$ cat src/rtl/alu_issue_stage.sv
// alu_issue_stage: decode-to-ALU pipeline register with EX/WB forwarding,
// immediate select, load-use stall, WB refresh of a held entry and flush.
module alu_issue_stage #(
    parameter int XLEN = 32,
    parameter int OPW  = 6,
    parameter int REGW = 5
) (
    input  logic            clk_i,
    input  logic            issue_rst_i,
    input  logic            flush_i,
    input  logic            in_valid_i,
    output logic            in_ready_o,
    input  logic [OPW-1:0]  in_aluop_i,
    input  logic [REGW-1:0] in_rs1_i,
    input  logic [REGW-1:0] in_rs2_i,
    input  logic [REGW-1:0] in_rd_i,
    input  logic            in_use_imm_i,
    input  logic [XLEN-1:0] in_imm_i,
    input  logic [XLEN-1:0] rs1_data_i,
    input  logic [XLEN-1:0] rs2_data_i,
    input  logic            ex_we_i,
    input  logic            ex_is_load_i,
    input  logic [REGW-1:0] ex_rd_i,
    input  logic [XLEN-1:0] ex_result_i,
    input  logic            wb_we_i,
    input  logic [REGW-1:0] wb_rd_i,
    input  logic [XLEN-1:0] wb_result_i,
    output logic            out_valid_o,
    input  logic            out_ready_i,
    output logic [OPW-1:0]  ALUop_o,
    output logic [XLEN-1:0] operand_A_o,
    output logic [XLEN-1:0] operand_B_o,
    output logic [REGW-1:0] rd_o
);
    logic            valid_q, valid_d;
    logic [OPW-1:0]  aluop_q, aluop_d;
    logic [XLEN-1:0] opa_q, opa_d, opb_q, opb_d;
    logic [REGW-1:0] rd_q, rd_d, rs1_q, rs1_d, rs2_q, rs2_d;
    logic            use_imm_q, use_imm_d;
    logic            hazard, accept, held;
    logic [XLEN-1:0] rs1_res, rs2_res;

    always_comb begin
        hazard = ex_is_load_i & ex_we_i & (ex_rd_i != '0) & in_valid_i &
                 ((ex_rd_i == in_rs1_i) | (!in_use_imm_i & (ex_rd_i == in_rs2_i)));
        in_ready_o = !flush_i & !hazard & (!valid_q | out_ready_i);
        accept = in_valid_i & in_ready_o;
        held = valid_q & !out_ready_i;
        // Register 0 is hardwired to zero and never forwarded
        rs1_res = (in_rs1_i == '0) ? '0 :
                  (ex_we_i & !ex_is_load_i & (ex_rd_i == in_rs1_i)) ? ex_result_i :
                  (wb_we_i & (wb_rd_i == in_rs1_i)) ? wb_result_i : rs1_data_i;
        rs2_res = (in_rs2_i == '0) ? '0 :
                  (ex_we_i & !ex_is_load_i & (ex_rd_i == in_rs2_i)) ? ex_result_i :
                  (wb_we_i & (wb_rd_i == in_rs2_i)) ? wb_result_i : rs2_data_i;
        valid_d = flush_i ? 1'b0 : accept ? 1'b1 : (valid_q & out_ready_i) ? 1'b0 : valid_q;
        aluop_d = accept ? in_aluop_i : aluop_q;
        rd_d = accept ? in_rd_i : rd_q;
        rs1_d = accept ? in_rs1_i : rs1_q;
        rs2_d = accept ? in_rs2_i : rs2_q;
        use_imm_d = accept ? in_use_imm_i : use_imm_q;
        // A stalled entry picks up WB writes so it never goes stale
        opa_d = accept ? rs1_res :
                (held & wb_we_i & (rs1_q != '0) & (wb_rd_i == rs1_q)) ? wb_result_i : opa_q;
        opb_d = accept ? (in_use_imm_i ? in_imm_i : rs2_res) :
                (held & wb_we_i & !use_imm_q & (rs2_q != '0) & (wb_rd_i == rs2_q)) ? wb_result_i : opb_q;
    end

    always_ff @(posedge clk_i) begin
        if (!issue_rst_i) begin
            valid_q   <= 1'b0;
            aluop_q   <= '0;
            opa_q     <= '0;
            opb_q     <= '0;
            rd_q      <= '0;
            rs1_q     <= '0;
            rs2_q     <= '0;
            use_imm_q <= 1'b0;
        end else begin
            valid_q   <= valid_d;
            aluop_q   <= aluop_d;
            opa_q     <= opa_d;
            opb_q     <= opb_d;
            rd_q      <= rd_d;
            rs1_q     <= rs1_d;
            rs2_q     <= rs2_d;
            use_imm_q <= use_imm_d;
        end
    end

    assign out_valid_o = valid_q;
    assign ALUop_o     = aluop_q;
    assign operand_A_o = opa_q;
    assign operand_B_o = opb_q;
    assign rd_o        = rd_q;
endmodule

$ cat config.mk
export PLATFORM = sky130hd
export DESIGN_NAME = alu_issue_stage
export DESIGN_NICKNAME = d
export VERILOG_FILES = /design/src/rtl/alu_issue_stage.sv
export SDC_FILE = /design/constraint.sdc
export NUM_CORES = 1
export LEC_CHECK = 0
export BUFFER_PORTS_ARGS = -buffer_cell sky130_fd_sc_hd__buf_2
export CAP_MARGIN = 0
export CORE_MARGIN = 2
export CORE_UTILIZATION = 48
export CTS_BUF_LIST = sky130_fd_sc_hd__clkbuf_8 sky130_fd_sc_hd__clkbuf_16
export DETAILED_ROUTE_END_ITERATION = 6
export GPL_TIMING_DRIVEN = 1
export HOLD_SLACK_MARGIN = 0.03
export MAX_ROUTING_LAYER = met4
export PLACE_DENSITY = 0.79
export SYNTH_ARGS = -nofsm -noshare
export SYNTH_HDL_FRONTEND = slang
export SYNTH_SLANG_ARGS = --single-unit
$ cat constraint.sdc
create_clock -name clk_i -period 2.1 [get_ports clk_i]
set_input_delay 0.21 -clock clk_i [delete_from_list [all_inputs] [get_ports clk_i]]
set_output_delay 0.21 -clock clk_i [all_outputs]
set_load 0.01 [all_outputs]
==> impl_metrics.csv <==
group,metric,value,unit
route,postRouteAntennaNets,0,
power,irDropWorstVdd,0.430,mV
clocking,cts_setup_buffers,0,
timing,setup_viol,0,
clocking,h-tree-depth,3,
place,hpwl,15000,um
place,port_buffers,276,
floorplanning,initial_core_util,49.3,%
timing,slew_headroom,58.3,%
power,power.total,4.34,mW
clocking,ctsHoldBuffers,0,
place,pre_cts_ws,-31.1,ps
cells_and_area,fin_util,65.6,%
clocking,cts_tree,"done",
run,drv_cap,0,
timing,rsz0062_at_grt,"no",
cells_and_area,syn2layout_area_growth,33.0,%
worst_setup_path,critPathMaxFanout,32,
synth,synth.yosys.seq_area_share,29.3,%
worst_setup_path,start_kind,"flop",
power,leakagePower,3.82,nW
route,viasPerCell,6.04,
worst_setup_path,arrival,2250,ps
global_routing,grt_max_degree,65,
synth,syn_area_per_cell,9.66,um2
clocking,cts.sinks,87,
synth,synth.area.top_cells,"dfxtp_1 29%, mux2i_1 11%, a22oi_2 6.3%",
synth,ys_types,42,
timing,drv_slew,0,
route,totalWireLength,20800,um
worst_setup_path,worstSetupEndpointType,"flop",
route,drc,0,
synth,synth.ff_latch_count,87,
timing,hold_viol,0,
route,drt_iter0_drc,575,
route,drtPass1Iterations,5,
floorplanning,ioPinCount,277,
global_routing,antenna_found_initial,2,
worst_setup_path,regToRegSetupSlack,90,ps
worst_setup_path,critPathKind,"flop to flop",
synth,synth_cells,616,
global_routing,grtUsageTotal,31.5,%
synth,netlist_area,5950,um2
cells_and_area,drive_gt1_share,51.4,%
synth,synth_edf_count,0,
synth,ys_warn_count,0,
cells_and_area,layout.nets,1067,
synth,synth.most_common_cell,"dfxtp_1",
timing,post-route-period-util,95.9,%
global_routing,gr-total-overflow,0,
route,wl_per_cell,20.0,um
clocking,clk_transition_reported_paths,70,ps
synth,synth_area_leader_cell,"dfxtp_1",
synth,synth_top_area_share,29.3,%
global_routing,grt_pass1_vias,6058,
floorplanning,rows,40,
floorplanning,die_w,115,um
global_routing,grt_pass1_wl,31500,um
timing,clock_skew,4.99,ps
synth,ys.flop_type,"dfxtp_1",
synth,synth_nets,816,
clocking,clockBufferDepth,2,
min_path,hold_class,"input port to flop",
timing,period_minus_slack,2010,ps
timing,setup_ws,85.3,ps
floorplanning,coreArea,12100,um2
synth,async_flop_share,0,%
power,pwr_density_cell,548,nW/um2
clocking,cts_root_buf,"clkbuf_16",
run_status,status,"completed",
floorplanning,die_h,115,um
route,vias,6289,
floorplanning,die_area,13300,um2
timing,tightest_slew,625,ps
clocking,insertion_delay,350,ps
worst_setup_path,crit_required,2330,ps
clocking,cts_buffers,9,
timing,fmax,0.496,GHz
place,gp_congestion,0.930,
synth,synth_common_cells,"87 x dfxtp_1, 64 x mux2i_1, 33 x and3_1",
[cell families after synthesis]
group / synth area share [%]
AO/OA/AOI/OAI: 34.4
AND/OR/NAND/NOR: 9.26
flip-flops: 29.3
multiplexers: 16.8
XOR/XNOR: 4.12
buffers and inverters: 6.12
[state kept, by name, indices dropped and copies added, names as in the netlist]
signal	count
rd_o	5
use_imm_q	1
rs2_q	5
operand_B_o	32
out_valid_o	1
rs1_q	5
ALUop_o	6
operand_A_o	32
[worst paths after layout]
check / start / to / cells past startpoint
setup / recovery: rs1_q[1] / operand_A_o[2] / 7
hold / removal: flush_i / out_valid_o / 2
setup reg to reg: rs1_q[1] / operand_A_o[2] / 7
hold reg to reg: ALUop_o[1] / ALUop_o[1] / 2
[routing by layer]
metal	track usage [%]	wire length, um	up-vias
li1	-	-	2907
met1	37.6	8390	2991
met2	49.9	10000	326
met3	7.17	1640	65
met4	15.6	771	0
met5	-	0	-
[repair_timing]
action                                  CTS  global route
endpoints found under the setup margin    0             6
gates resized for setup                   0             3
endpoints found under the hold margin     0             0
[critical path: stages (launching register included)]
cell	delay, ps
dfxtp_1	390
nor4_1	90
nor3_1	130
a21oi_1	50
or4_2	680
buf_12	230
mux2i_2	200
o22ai_1	100
[report_power, final]
| part | internal, mW | total (mW) | switching (mW) | leakage [nW] |
|---|---|---|---|---|
| clock | 0.815 | 1.55 | 0.738 | 0.133 |
| combinational | 0.468 | 1.00 | 0.533 | 2.98 |
| sequential | 1.73 | 1.78 | 0.0496 | 0.711 |
[area by class of cell]
type | count | area [um2]
multi-input cells | 459 | 3870
flip-flops and latches | 87 | 1740
inverters | 1 | 3.75
repair buffers | 309 | 1800
clock buffers | 9 | 225
well taps | 168 | 210
clock inverters | 7 | 55.1
diodes | 2 | 5.00
fillers | 1014 | 4150
[stage by stage]
step	hold slack [ps]	instances	area [um2]	TNS (ps)
after floorplan	289	616	5950	0
after detailed placement	432	1024	7620	-43.4
after global placement	419	1024	7620	0
after global routing	66.1	1042	7910	0
after CTS	55.9	1040	7900	0
final	66.9	1042	7910	0
[placed cells by master (no fill, tap or decap), drive strengths merged]
cell type,netlist,final
xnor2,15,15
mux2i,64,64
nor2,3,3
or4,3,3
clkbuf,29,9
nand3,26,26
nand3b,1,1
xor2,13,13
diode,0,2
a221o,32,32
or3,1,1
buf,40,309
and2,3,3
o21ba,1,1
a21boi,32,32
nor4,6,6
a21oi,26,26
clkinvlp,0,2
o21bai,1,1
nor3,7,7
clkinv,0,2
nand4,1,1
nor2b,1,1
and3,33,33
o21ai,56,56
o22ai,32,32
inv,1,4
a22oi,32,32
nand2,3,3
a211oi,33,33
mux2,32,32
or4b,1,1
dfxtp,87,87
o21a,1,1
No activity file was read; power rests on OpenSTA's default activity.
